File: config.mk
export PLATFORM = sky130hd
export DESIGN_NAME = cpu_out_fifo
export DESIGN_NICKNAME = d
export VERILOG_FILES = /design/src/rtl/cpu_out_fifo.sv
export SDC_FILE = /design/constraint.sdc
export NUM_CORES = 1
export LEC_CHECK = 0
export ABC_AREA = 1
export CELL_PAD_IN_SITES_DETAIL_PLACEMENT = 1
export CELL_PAD_IN_SITES_GLOBAL_PLACEMENT = 1
export CORE_UTILIZATION = 40
export CTS_CLUSTER_DIAMETER = 200
export CTS_CLUSTER_SIZE = 20
export DETAILED_ROUTE_END_ITERATION = 10
export GPL_ROUTABILITY_DRIVEN = 0
export PLACE_DENSITY_LB_ADDON = 0.1
export SYNTH_ARGS = -nofsm -noshare
export SYNTH_HDL_FRONTEND = slang
export SYNTH_SLANG_ARGS = --single-unit
File: constraint.sdc
create_clock -name CLK -period 2.7 [get_ports CLK]
set_input_delay 0.54 -clock CLK [delete_from_list [all_inputs] [get_ports CLK]]
set_output_delay 0.54 -clock CLK [all_outputs]
set_load 0.01 [all_outputs]
File: src/rtl/cpu_out_fifo.sv
// Show-ahead output FIFO between the CPU output port and a ready/valid consumer.
// Optional CPU_OUT_FIFO_OVF_CNT_EN adds an 8-bit saturating dropped-write counter.
module cpu_out_fifo #(
  parameter int WIDTH = 8,
  parameter int DEPTH = 8
) (
  input  logic                       CLK,
  input  logic                       reset,
  input  logic [WIDTH-1:0]           cpu_out,
  input  logic                       cpu_out_we,
  output logic [WIDTH-1:0]           out_data,
  output logic                       out_valid,
  input  logic                       out_ready,
  output logic [$clog2(DEPTH):0]     count,
  output logic                       full,
  output logic                       empty,
  output logic                       overflow,
`ifdef CPU_OUT_FIFO_OVF_CNT_EN
  output logic [7:0]                 ovf_count,
`endif
  input  logic                       ovf_clr
);

  localparam int AW = $clog2(DEPTH);
  localparam int CW = AW + 1;

  logic [WIDTH-1:0] mem_q [DEPTH];
  logic [AW-1:0]    wr_ptr_q, wr_ptr_d;
  logic [AW-1:0]    rd_ptr_q, rd_ptr_d;
  logic [CW-1:0]    count_q, count_d;
  logic             overflow_q, overflow_d;
  logic             push, pop, drop;

  assign full      = (count_q == CW'(DEPTH));
  assign empty     = (count_q == '0);
  assign out_valid = ~empty;
  assign count     = count_q;
  assign overflow  = overflow_q;
  assign out_data  = mem_q[rd_ptr_q];

  // A pop frees a slot in the same cycle, so a full FIFO still accepts a write when draining.
  always_comb begin
    pop  = out_valid & out_ready;
    push = cpu_out_we & (~full | pop);
    drop = cpu_out_we & full & ~pop;
  end

  always_comb begin
    wr_ptr_d   = push ? wr_ptr_q + AW'(1) : wr_ptr_q;
    rd_ptr_d   = pop  ? rd_ptr_q + AW'(1) : rd_ptr_q;
    count_d    = count_q;
    case ({push, pop})
      2'b10:   count_d = count_q + CW'(1);
      2'b01:   count_d = count_q - CW'(1);
      default: count_d = count_q;
    endcase
    overflow_d = overflow_q;
    if (drop)         overflow_d = 1'b1;
    else if (ovf_clr) overflow_d = 1'b0;
  end

  always_ff @(posedge CLK or negedge reset) begin
    if (!reset) begin
      wr_ptr_q   <= '0;
      rd_ptr_q   <= '0;
      count_q    <= '0;
      overflow_q <= 1'b0;
    end else begin
      wr_ptr_q   <= wr_ptr_d;
      rd_ptr_q   <= rd_ptr_d;
      count_q    <= count_d;
      overflow_q <= overflow_d;
    end
  end

  // Storage is deliberately not reset; reset gating keeps a held-in-reset edge from writing.
  always_ff @(posedge CLK) begin
    if (push && reset) mem_q[wr_ptr_q] <= cpu_out;
  end

`ifdef CPU_OUT_FIFO_OVF_CNT_EN
  logic [7:0] ovf_cnt_q, ovf_cnt_d;

  always_comb begin
    ovf_cnt_d = ovf_cnt_q;
    if (drop) begin
      if (ovf_clr)                 ovf_cnt_d = 8'd1;
      else if (ovf_cnt_q != 8'hFF) ovf_cnt_d = ovf_cnt_q + 8'd1;
    end else if (ovf_clr) begin
      ovf_cnt_d = 8'd0;
    end
  end

  always_ff @(posedge CLK or negedge reset) begin
    if (!reset) ovf_cnt_q <= 8'd0;
    else        ovf_cnt_q <= ovf_cnt_d;
  end

  assign ovf_count = ovf_cnt_q;
`endif

endmodule

# ---- After elaboration in Yosys (flattened, before gate mapping)
# Memories as Yosys holds them, arrays and structs flattened.
# Cells that the tools add are included.
dict set report classes {
  bitwise_logic 8
  mux 5
  reduce_logical 4
  add_sub_neg 4
  n_eq_ne 3
}
# op n
set op_table {}
lappend op_table {{$pmux 4 s2} 1}
lappend op_table {{$add 3x1->3 const B} 2}
lappend op_table {{$add 4x1->4 const B} 1}
lappend op_table {{$and 1x1->1} 4}
lappend op_table {{$eq 4x4->1 const B} 1}
lappend op_table {{$logic_not 4->1} 1}
lappend op_table {{$mux 1} 4}
lappend op_table {{$reduce_bool 2->1} 2}
lappend op_table {{$sub 4x1->4 const B} 1}
lappend op_table {{$not 1->1} 3}
lappend op_table {{$eq 2x1->1 const B} 1}
lappend op_table {{$eq 2x2->1 const B} 1}
lappend op_table {{$logic_and 1x1->1} 1}
lappend op_table {{$or 1x1->1} 1}
dict set report totals {
  output_inout_bits 16
  mem_bits_rw 64
  ff_bits 11
  mem_count 1
  input_bits 13
}
# name depth width read_ports rd_ports_with_merged_regs wr line
set mem_list {}
lappend mem_list {mem_q 8 8 1 0 1 27} ;# logic [WIDTH-1:0] mem_q [DEPTH];

# ---- Longest topological paths before layout
# Gate-level depths: netlist of the first run.
dict set report depth {
  word_depth 8
  ltp_mapped 12
  ltp_nobuf 12
}

# ---- Worst setup path before layout of the first run
# OpenSTA, ideal clock, no wires.
dict set report synth_timing {
  path_type {flip-flop to flip-flop}
  start {register count_q[1], in the netlist count[1]}
  end {register count_q[3], in the netlist count[3]}
  arrival_ps 1922
  setup_ps 117
  path_buffers 0
  required_ps 2583
  setup_slack_ps 661
  synth_period_minus_slack_ps 2039
  path_stages_with_launch 12
  cell_sequence {dfrtp_1 -> nor2_2 -> nand3_2 -> nand2_2 -> inv_1 -> ha_1 -> ha_1 -> or2_2 -> nand2_1 -> nand2_1 -> nand3_1 -> nand2_1}
}
dict set report synth_via {
  elab_chain_cells 7
}
# item line
set synth_lines {}
lappend synth_lines {{from (decl)} 30} ;# logic [CW-1:0] count_q, count_d;
lappend synth_lines {{from (signal assigned)} 71} ;# count_q <= count_d;
lappend synth_lines {{$logic_not 4->1 *} 35} ;# assign empty = (count_q == '0);
lappend synth_lines {{$not 1->1 *} 36} ;# assign out_valid = ~empty;
lappend synth_lines {{via out_valid} 12} ;# output logic out_valid,
lappend synth_lines {{$and 1x1->1 *} 43} ;# pop = out_valid & out_ready;
lappend synth_lines {{via pop} 32} ;# logic push, pop, drop;
lappend synth_lines {{$or 1x1->1} 44} ;# push = cpu_out_we & (~full | pop);
lappend synth_lines {{$and 1x1->1} 44}
lappend synth_lines {{$eq 2x1->1 or $eq 2x2->1 (tied branches)} 52} ;# case ({push, pop})
lappend synth_lines {{$pmux 4 s2 or $reduce_bool 2->1 (tied branches)} -}
# Mark *: on every way through the listed nets, which the timed path passes. The rest lies on a longest branch.
# A chain may end at the register's enable or synchronous reset.

# ---- Final worst setup path of the first run
dict set report layout_timing {
  start {register rd_ptr_q[0]}
  end {output out_data[7]}
}
dict set report layout_via {
  elab_chain_cells 1
}
# item line
set layout_lines {}
lappend layout_lines {{from (decl)} 29} ;# logic [AW-1:0] rd_ptr_q, rd_ptr_d;
lappend layout_lines {{from (signal assigned)} 70} ;# rd_ptr_q <= rd_ptr_d;
lappend layout_lines {{$mem_v2 8x8} -}
lappend layout_lines {{to (decl)} 11} ;# output logic [WIDTH-1:0] out_data,
# No other way between the ends.

==> flow_results.org, run 1 <==
** Setup path
- Along the worst path, the maximum fanout reaches 6.
- The worst setup path is captured at an output pin.
- For the worst setup path, the data arrival time is around 2000 ps.
- Element type at the critical path start :: flip-flop
- Path type of the worst setup path :: reg2out
- Max incr delay on CP :: 550 ps
- Slowest cell on the critical path :: sky130_fd_sc_hd__clkdlybuf4s50_1
- WP data required :: around 2200 ps
- The worst register-to-register path has a depth of 11.
- The most numerous cell type found on the critical path is sky130_fd_sc_hd__nand2_1.
- The signal on the critical path passes through clkbuf_2 > nor2_1 > nor2_1 > nand2_1 > nand2_1 > nand2_1 > nand2_1 > clkdlybuf4s50_1.

** GRT
- The initial antenna violation count was 0.
- The via count of the first global-routing pass is between 2000 and 3000.
- Maximum number of pins on one net before global-route repair :: 27
- The total overflow left after global routing is 0.
- The first global-routing pass estimated 13100 µm of wire.
- Global routing consumed, over all layers together, between 20% and 30% of the routing resources.

** Floorplanning
- I/O pin count :: 29
- In this run the horizontal extent of the chip is around 95 µm.
- The die covers around 9000 µm².
- Once the floorplan was initialized, standard cells occupied a little over two fifths of the core.
- The floorplan has 33 rows.
- DIE HEIGHT :: ~95 µm
- Standard cell core area :: ~8300 µm²

** CTS
- Clock-pin slew was measured on the worst setup and hold paths at 80 ps.
- Clock Path Buffers :: 2
- Clock insertion delay at the later pin of the skew report :: about 350 ps
- Root Buffer :: sky130_fd_sc_hd__clkbuf_8
- Clock H-tree levels :: 3
- TritonCTS clock tree :: done
- Clock sink count :: 75
- TritonCTS buffer count :: 9

** Timing
- Clock skew :: 9.21 ps
- RSZ-0062 raised after global routing :: no
- Post-route fraction of the period consumed by the critical path :: a little over nine tenths
- Final hold violation count :: 0
- Tightest Pin Transition :: 384 ps
- The max-slew violation total from the final report is 0.
- In this run the tightest slew margin relative to its limit is between 70% and 80%.
- Number of failing setup endpoints in the final timing report :: 0
- Maximum operating frequency :: 393 MHz
- Accumulated negative setup slack :: 0 ps
- Time the worst path needs with I/O delays and setup :: 2550 ps

** Synthesis
- In this run the biggest area consumer among cell types represents between 50 and 60% of the synthesized area.
- Post-synthesis cell area :: about 3500 µm²
- The commonest cells after synthesis are 129 x sky130_fd_sc_hd__nand2_1, 76 x sky130_fd_sc_hd__nor2_1, 64 x sky130_fd_sc_hd__edfxtp_1.
- Synth area leaders :: sky130_fd_sc_hd__edfxtp_1 56%, sky130_fd_sc_hd__nand2_1 14%, sky130_fd_sc_hd__nor2_1 8.2%
- Number of enable flip-flop cells after synthesis :: 64
- After synthesis, the mean cell area works out to roughly 9.4 µm².
- Synthesis inferred 75 register bits.
- Post-synthesis cell type with the largest combined area :: sky130_fd_sc_hd__edfxtp_1
- Counting every instance in the synthesized netlist gives roughly 370.
- Synthesis instantiated 22 different standard cells from the library.
- Share of synthesized registers carrying an async set or reset :: approximately 15%
- Sequential cells were found to cover about 64% of the synthesized design area.
- sky130_fd_sc_hd__nand2_1 is the most common cell in the netlist.
- For this run, the leading register cell type out of synthesis is sky130_fd_sc_hd__edfxtp_1.
- During synthesis, Yosys emitted a total of 0 warnings.
- When the netlist entered floorplanning its net count stood at about 390.

** Route
- Mean routed wirelength per cell :: between 15 and 20 µm
- The count of nets left with antenna violations once routing finished came out at 0.
- For this block, the routed nets add up to a little over 8000 µm of wire.
- Count of TritonRoute iterations in the first routing pass :: 4
- Number of vias per cell after detailed routing :: approximately 4.7
- In the routed design, unresolved DRC markers number 0.
- After the first detailed-routing iteration, the DRC count stood at 110.
- Via count :: roughly 2500

** Placed design
- Post-detail-place hpwl :: approximately 5500 µm
- Quantity of I/O buffers inserted on ports :: 28

** Final layout
- Nets :: 435
- Post-Route Utilization :: between 50% and 60%
- Of the cells placed in the final design, the portion with a size suffix greater than 1 is under 10%.
- From synthesis to final layout, the design area changed by 21.7%.
- Antenna cells :: 0
- The layout has roughly 940 filler cells.

** Power
- Power density of the placed cells :: 1040 nW/µm²
- Switching power :: roughly 1.6 mW
- Net switching is a little over a third of the power.
- Clock power frac :: between 20% and 30%
- Fraction of power consumed by combinational cells :: 41.1%
- In this run the static leakage power is between 1.5 and 2 nW.
- Overall power consumption after layout is estimated at 4.38 mW.
- Of the total power, registers draw roughly a third.
- Worst vdd rail ir drop :: 0.420 mV
- Internal power comes to 2.79 mW.

** Hold path
- Hold crit path type :: reg2reg
- Cell count of the worst hold path :: 2

** Status
- Status :: finished clean

** Job
- Max-cap violations in this run came to 0.
[sequential cells by signal (all words and copies together) (netlist names)]
name / count
wr_ptr_q: 3
rd_ptr_q: 3
overflow: 1
mem_q: 64
count: 4
[metal layers]
| layer | GRT usage (%) | up-vias | routed length [µm] |
|---|---|---|---|
| li1 | - | 1238 | - |
| met1 | 26.3 | 1213 | 3860 |
| met2 | 34.9 | 25 | 4130 |
| met3 | 3.30 | 12 | 186 |
| met4 | 7.83 | 0 | 116 |
| met5 | 0 | - | 0 |
[timing repair]
item / in CTS / in global routing
hold buffers: 0 / 0
hold endpoints to repair: 0 / 0
resized for setup: 1 / 2
setup endpoints to repair: 4 / 6
buffers inserted: 3 / 1
[cells by family (layout without fill, tap and decap cells)]
group / after synthesis / count (layout) / share of synthesized area, %
compound gates: 4 / 4 / 0.579
xor+xnor: 5 / 5 / 1.27
fa+ha+maj: 6 / 6 / 2.39
flops: 75 / 75 / 63.5
buf+inv: 59 / 112 / 7.45
simple gates: 219 / 219 / 24.8
[power by group through the flow]
stage / Clock [mW] / Sequential [mW] / Combinational, mW
CTS: 1.05 / 1.55 / 1.83
floorplan: 0 / 1.52 / 1.12
global route: 1.09 / 1.56 / 2.02
finish: 1.03 / 1.55 / 1.80
global placement: 0 / 1.58 / 1.71
detailed placement: 0 / 1.58 / 1.76
[final timing paths]
path / from / end / slack (ps)
min in group asynchronous: reset / rd_ptr_q[0]$_DFFE_PN0P_ / 630
max in group asynchronous: reset / rd_ptr_q[0]$_DFFE_PN0P_ / 1890
worst max-delay path: rd_ptr_q[0]$_DFFE_PN0P_ / out_data[7] / 150
worst min-delay path: overflow$_DFFE_PN0P_ / overflow$_DFFE_PN0P_ / 520
worst min register to register: overflow$_DFFE_PN0P_ / overflow$_DFFE_PN0P_ / 520
worst max register to register: count[1]$_DFFE_PN0P_ / count[3]$_DFFE_PN0P_ / 490
[through the flow]
| step | hold WS [ps] | setup WS (ps) | instance area, µm² | instances |
|---|---|---|---|---|
| floorplan | 244 | 661 | 3460 | 368 |
| detailed placement | 522 | 88.8 | 3940 | 506 |
| global placement | 509 | 193 | 3940 | 506 |
| finish | 525 | 155 | 4210 | 526 |
| global route | 583 | 37.4 | 4210 | 526 |
| CTS | 532 | 28.1 | 4200 | 525 |
[cells in the final DEF (no fill, tap or decap), types with 2 or more instances in the layout]
cell                              netlist  final
sky130_fd_sc_hd__inv_1                 47     47
sky130_fd_sc_hd__xor2_1                 2      2
sky130_fd_sc_hd__nor2_1                76     76
sky130_fd_sc_hd__nand2_1              129    129
sky130_fd_sc_hd__clkdlybuf4s50_1        0     27
sky130_fd_sc_hd__edfxtp_1              64     64
sky130_fd_sc_hd__clkbuf_1               1      2
sky130_fd_sc_hd__ha_1                   5      5
sky130_fd_sc_hd__clkbuf_8               0      9
sky130_fd_sc_hd__bufinv_16              0      3
sky130_fd_sc_hd__o21ai_0                4      4
sky130_fd_sc_hd__dfrtp_1               11      9
sky130_fd_sc_hd__buf_12                 0      2
sky130_fd_sc_hd__buf_4                  2     17
sky130_fd_sc_hd__xnor2_1                3      3
sky130_fd_sc_hd__nand3_1                8      8
[area by class of cell]
type | instances | area (µm²) | share of cell area [%]
multi-input cells | 234 | 1000 | 23.9
inverters | 48 | 180 | 4.28
repair buffers | 48 | 455 | 10.8
flip-flops and latches | 75 | 2200 | 52.3
clock buffers | 11 | 131 | 3.12
clock inverters | 5 | 104 | 2.47
well taps | 105 | 131 | 3.12
[critical path: cells and delay by family (launching register included)]
family	cells	cell delay, ps
buf+inv	2	740
flops	1	510
simple gates	6	420
Power figures use the tool's default switching activity.
==> run 2: changes to the inputs <==
- CORE_MARGIN: not set -> 5
- clock period: 2.7 -> 2.13 ns (I/O delays scaled with it)
==> run 2 against run 1 <==
- worst hold slack got worse by 170 ps
- register-to-register slack got worse by 310 ps
- worst setup slack worse by 24 ps
- critical path depth stayed put
- global-route usage fell by 3.6 points
==> flow_results.org, run 2 (synthesis gave the netlist of run 1 again) <==
** Job
- Max-capacitance violation count :: 0 (unchanged)

** Power
- The cell area power density is 1260 nW/µm² (was 1040 nW/µm²).
- Static leakage :: 2.00 nW (was 1.89 nW)
- Worst vdd rail ir drop :: 0.596 mV (was 0.420 mV)

** Placed design
- Post-detail-place hpwl :: 5410 µm (was 5460 µm)
- Total instance count after detailed placement :: 527 (was 506)
- The number of buffer cells added on primary ports came to 28 (unchanged).
- The post-placement setup slack came to -174 ps (was 88.8 ps).

** Setup path
- Critical path capture point type :: output pin (unchanged)
- The critical-path maximum fanout is 24 (was 6).
- Path type of the worst setup path :: reg2out (unchanged)
- The type of origin of the critical path is a flip-flop (unchanged).
- WP data required :: 1700 ps (was 2160 ps)
- Data arrival time of the critical path :: 1570 ps (was 2010 ps)

** Timing
- Max transition margin :: 76.1% (was 74.4%)
- The slew of the pin with the lowest slew margin came to 358 ps (was 384 ps).
- Maximum operating frequency :: approximately 500 MHz
- RSZ-0062 raised after global routing :: no (unchanged)
- Final worst hold slack :: 359 ps (was 525 ps)
- The final number of hold-violating endpoints was 0 (unchanged).
- The clock skew was 10.5 ps (was 9.21 ps).
- The max-slew violation total from the final report was 0 (unchanged).
- The worst setup slack after layout is 131 ps (was 155 ps).
- Number of failing setup endpoints in the final timing report :: 0 (unchanged)
- The worst path uses 93.9% of the clock period.
- The worst path in the final design needs a cycle of 2000 ps, including I/O delays and setup.

** CTS
- Clock-pin slew of the registers on the worst-case setup and hold paths :: 70 ps (was 80 ps)
- Clock Path Buffers :: 2 (unchanged)
- The clock insertion delay at the later pin of the skew report is 340 ps (was 350 ps).
- Clock H-tree levels :: 3 (unchanged)
- Number of hold buffers added after cts :: 0 (unchanged)
- TritonCTS buffer count :: 9 (unchanged)
- The number of clock sinks was 75 (unchanged).
- Root Buffer :: sky130_fd_sc_hd__clkbuf_8 (unchanged)
- The TritonCTS clock tree is done (unchanged).

** GRT
- The wire length of the first global-routing pass was 13200 µm (was 13100 µm).
- Congestion Overflow GR :: 0 (unchanged)
- The via count of the first global-routing pass is 2685 (was 2551).
- The initial antenna violation count is 0 (unchanged).
- The largest net degree at the start of global routing is 25 (was 27).
- All-Layer GR Usage :: 16.9% (was 20.5%)

** Floorplanning
- The number of top-level design ports was 29 (unchanged).
- The standard-cell row count was 34 (was 33).
- Die span in x :: 103 µm (was 95 µm)
- Standard cell core area :: 8590 µm² (was 8300 µm²)
- The initial core utilization was 40.3% (was 41.7%).
- The area of the die came to 10600 µm² (was 9030 µm²).
- The die span in y came to 103 µm (was 95 µm).

** Route
- The number of iterations in the first detailed-routing pass came to 4 (unchanged).
- Via count :: 2581 (was 2488)
- Routed Wire Length :: 8070 µm (was 8300 µm)
- The number of routed nets with antenna violations is 0 (unchanged).
- Number of vias per cell after detailed routing :: 4.73 (about the same)
- The average routed wire per standard cell was 14.8 µm (was 15.8 µm).
- The post-route DRC violation count was 0 (unchanged).
- The number of DRC violations after detailed-routing iteration 0 is 70 (was 110).

** Final layout
- The count of nets after finishing came to 452 (was 435).
- Number of flip-flops under the largest register name :: 64 (unchanged)
- The growth of design area from synthesis to finish was 25.2% (was 21.7%).
- Post-Route Utilization :: 50.4% (was 50.7%)
- The final instance count without filler cells is 546 (was 526).
- Antenna cells :: 0 (unchanged)
- The largest register by flop count is mem_q (unchanged).
- The leading cell type in the layout, fill and taps excluded was sky130_fd_sc_hd__nand2_1 (unchanged).
- Proportion of layout cells with a drive suffix above 1 :: 16.4% (was 9.98%)
- Most frequent cells in the layout :: 128 x sky130_fd_sc_hd__nand2_1, 72 x sky130_fd_sc_hd__nor2_1, 64 x sky130_fd_sc_hd__edfxtp_1 (was 129 x sky130_fd_sc_hd__nand2_1, 76 x sky130_fd_sc_hd__nor2_1, 64 x sky130_fd_sc_hd__edfxtp_1)

** Status
- Status :: finished clean (unchanged)

** Hold path
- The type of the most critical hold path was in2async (was reg2reg).
run 2: path summary, 6_finish.rpt:
kind	slack, ps	cells past startpoint	start	end
max	130	8	rd_ptr_q[0]$_DFFE_PN0P_	out_data[2]
max in group asynchronous	1320	2	reset	count[3]$_DFFE_PN0P_
max reg2reg	180	11	count[0]$_DFFE_PN0P_	count[3]$_DFFE_PN0P_
min in group CLK	540	2	wr_ptr_q[0]$_DFFE_PN0P_	wr_ptr_q[0]$_DFFE_PN0P_
min reg2reg	540	2	wr_ptr_q[0]$_DFFE_PN0P_	wr_ptr_q[0]$_DFFE_PN0P_
min	360	1	reset	rd_ptr_q[2]$_DFFE_PN0P_
run 2: critical path, cell delays in order, from the launching register on:
cell	delay (ps)
sky130_fd_sc_hd__dfrtp_2	460
sky130_fd_sc_hd__buf_12	150
sky130_fd_sc_hd__buf_16	150
sky130_fd_sc_hd__nand2_1	80
sky130_fd_sc_hd__nand2_1	50
sky130_fd_sc_hd__nand2_1	60
sky130_fd_sc_hd__nand2_1	40
sky130_fd_sc_hd__nand2_1	100
sky130_fd_sc_hd__buf_2	140
run 2: cell type report:
class / instances / area, µm²
Fill cell: 999 / 4260
Sequential cell: 75 / 2200
Multi-Input combinational cell: 234 / 1030
Timing Repair Buffer: 65 / 576
Inverter: 48 / 183
Tap cell: 108 / 135
Clock buffer: 11 / 131
Clock inverter: 5 / 76.3
run 2: timing repair:
action                     in CTS  in global routing
setup endpoints to repair      10                 12
buffers inserted                2                  1
resized for setup              24                 21
pin swaps                       1                  2
hold endpoints to repair        0                  0
gates cloned                    1                  0
run 2: metal layers:
metal  vias up  routed length, µm  share of wire (%)  global-route usage (%)
met2        33               4040                 50                    29.3
met5         -                  0                  0                       0
met1      1268               3710                 46                    20.9
met4         0                 76               0.94                    4.78
met3         7                247                3.1                    4.26
li1       1273                  -                  -                       -
run 2: stage by stage:
step	instance area [µm²]	TNS, ps	power [mW]
after CTS	4330	0	5.59
after global routing	4330	0	5.90
final	4330	0	5.47
after floorplan	3460	0	3.34
after global placement	4080	-313	4.27
after detailed placement	4080	-942	4.33
run 2: power by group:
part | switching, mW | leakage (nW) | internal [mW]
Clock | 0.503 | 0.103 | 0.657
Combinational | 1.37 | 1.19 | 1.01
Sequential | 0.145 | 0.710 | 1.78
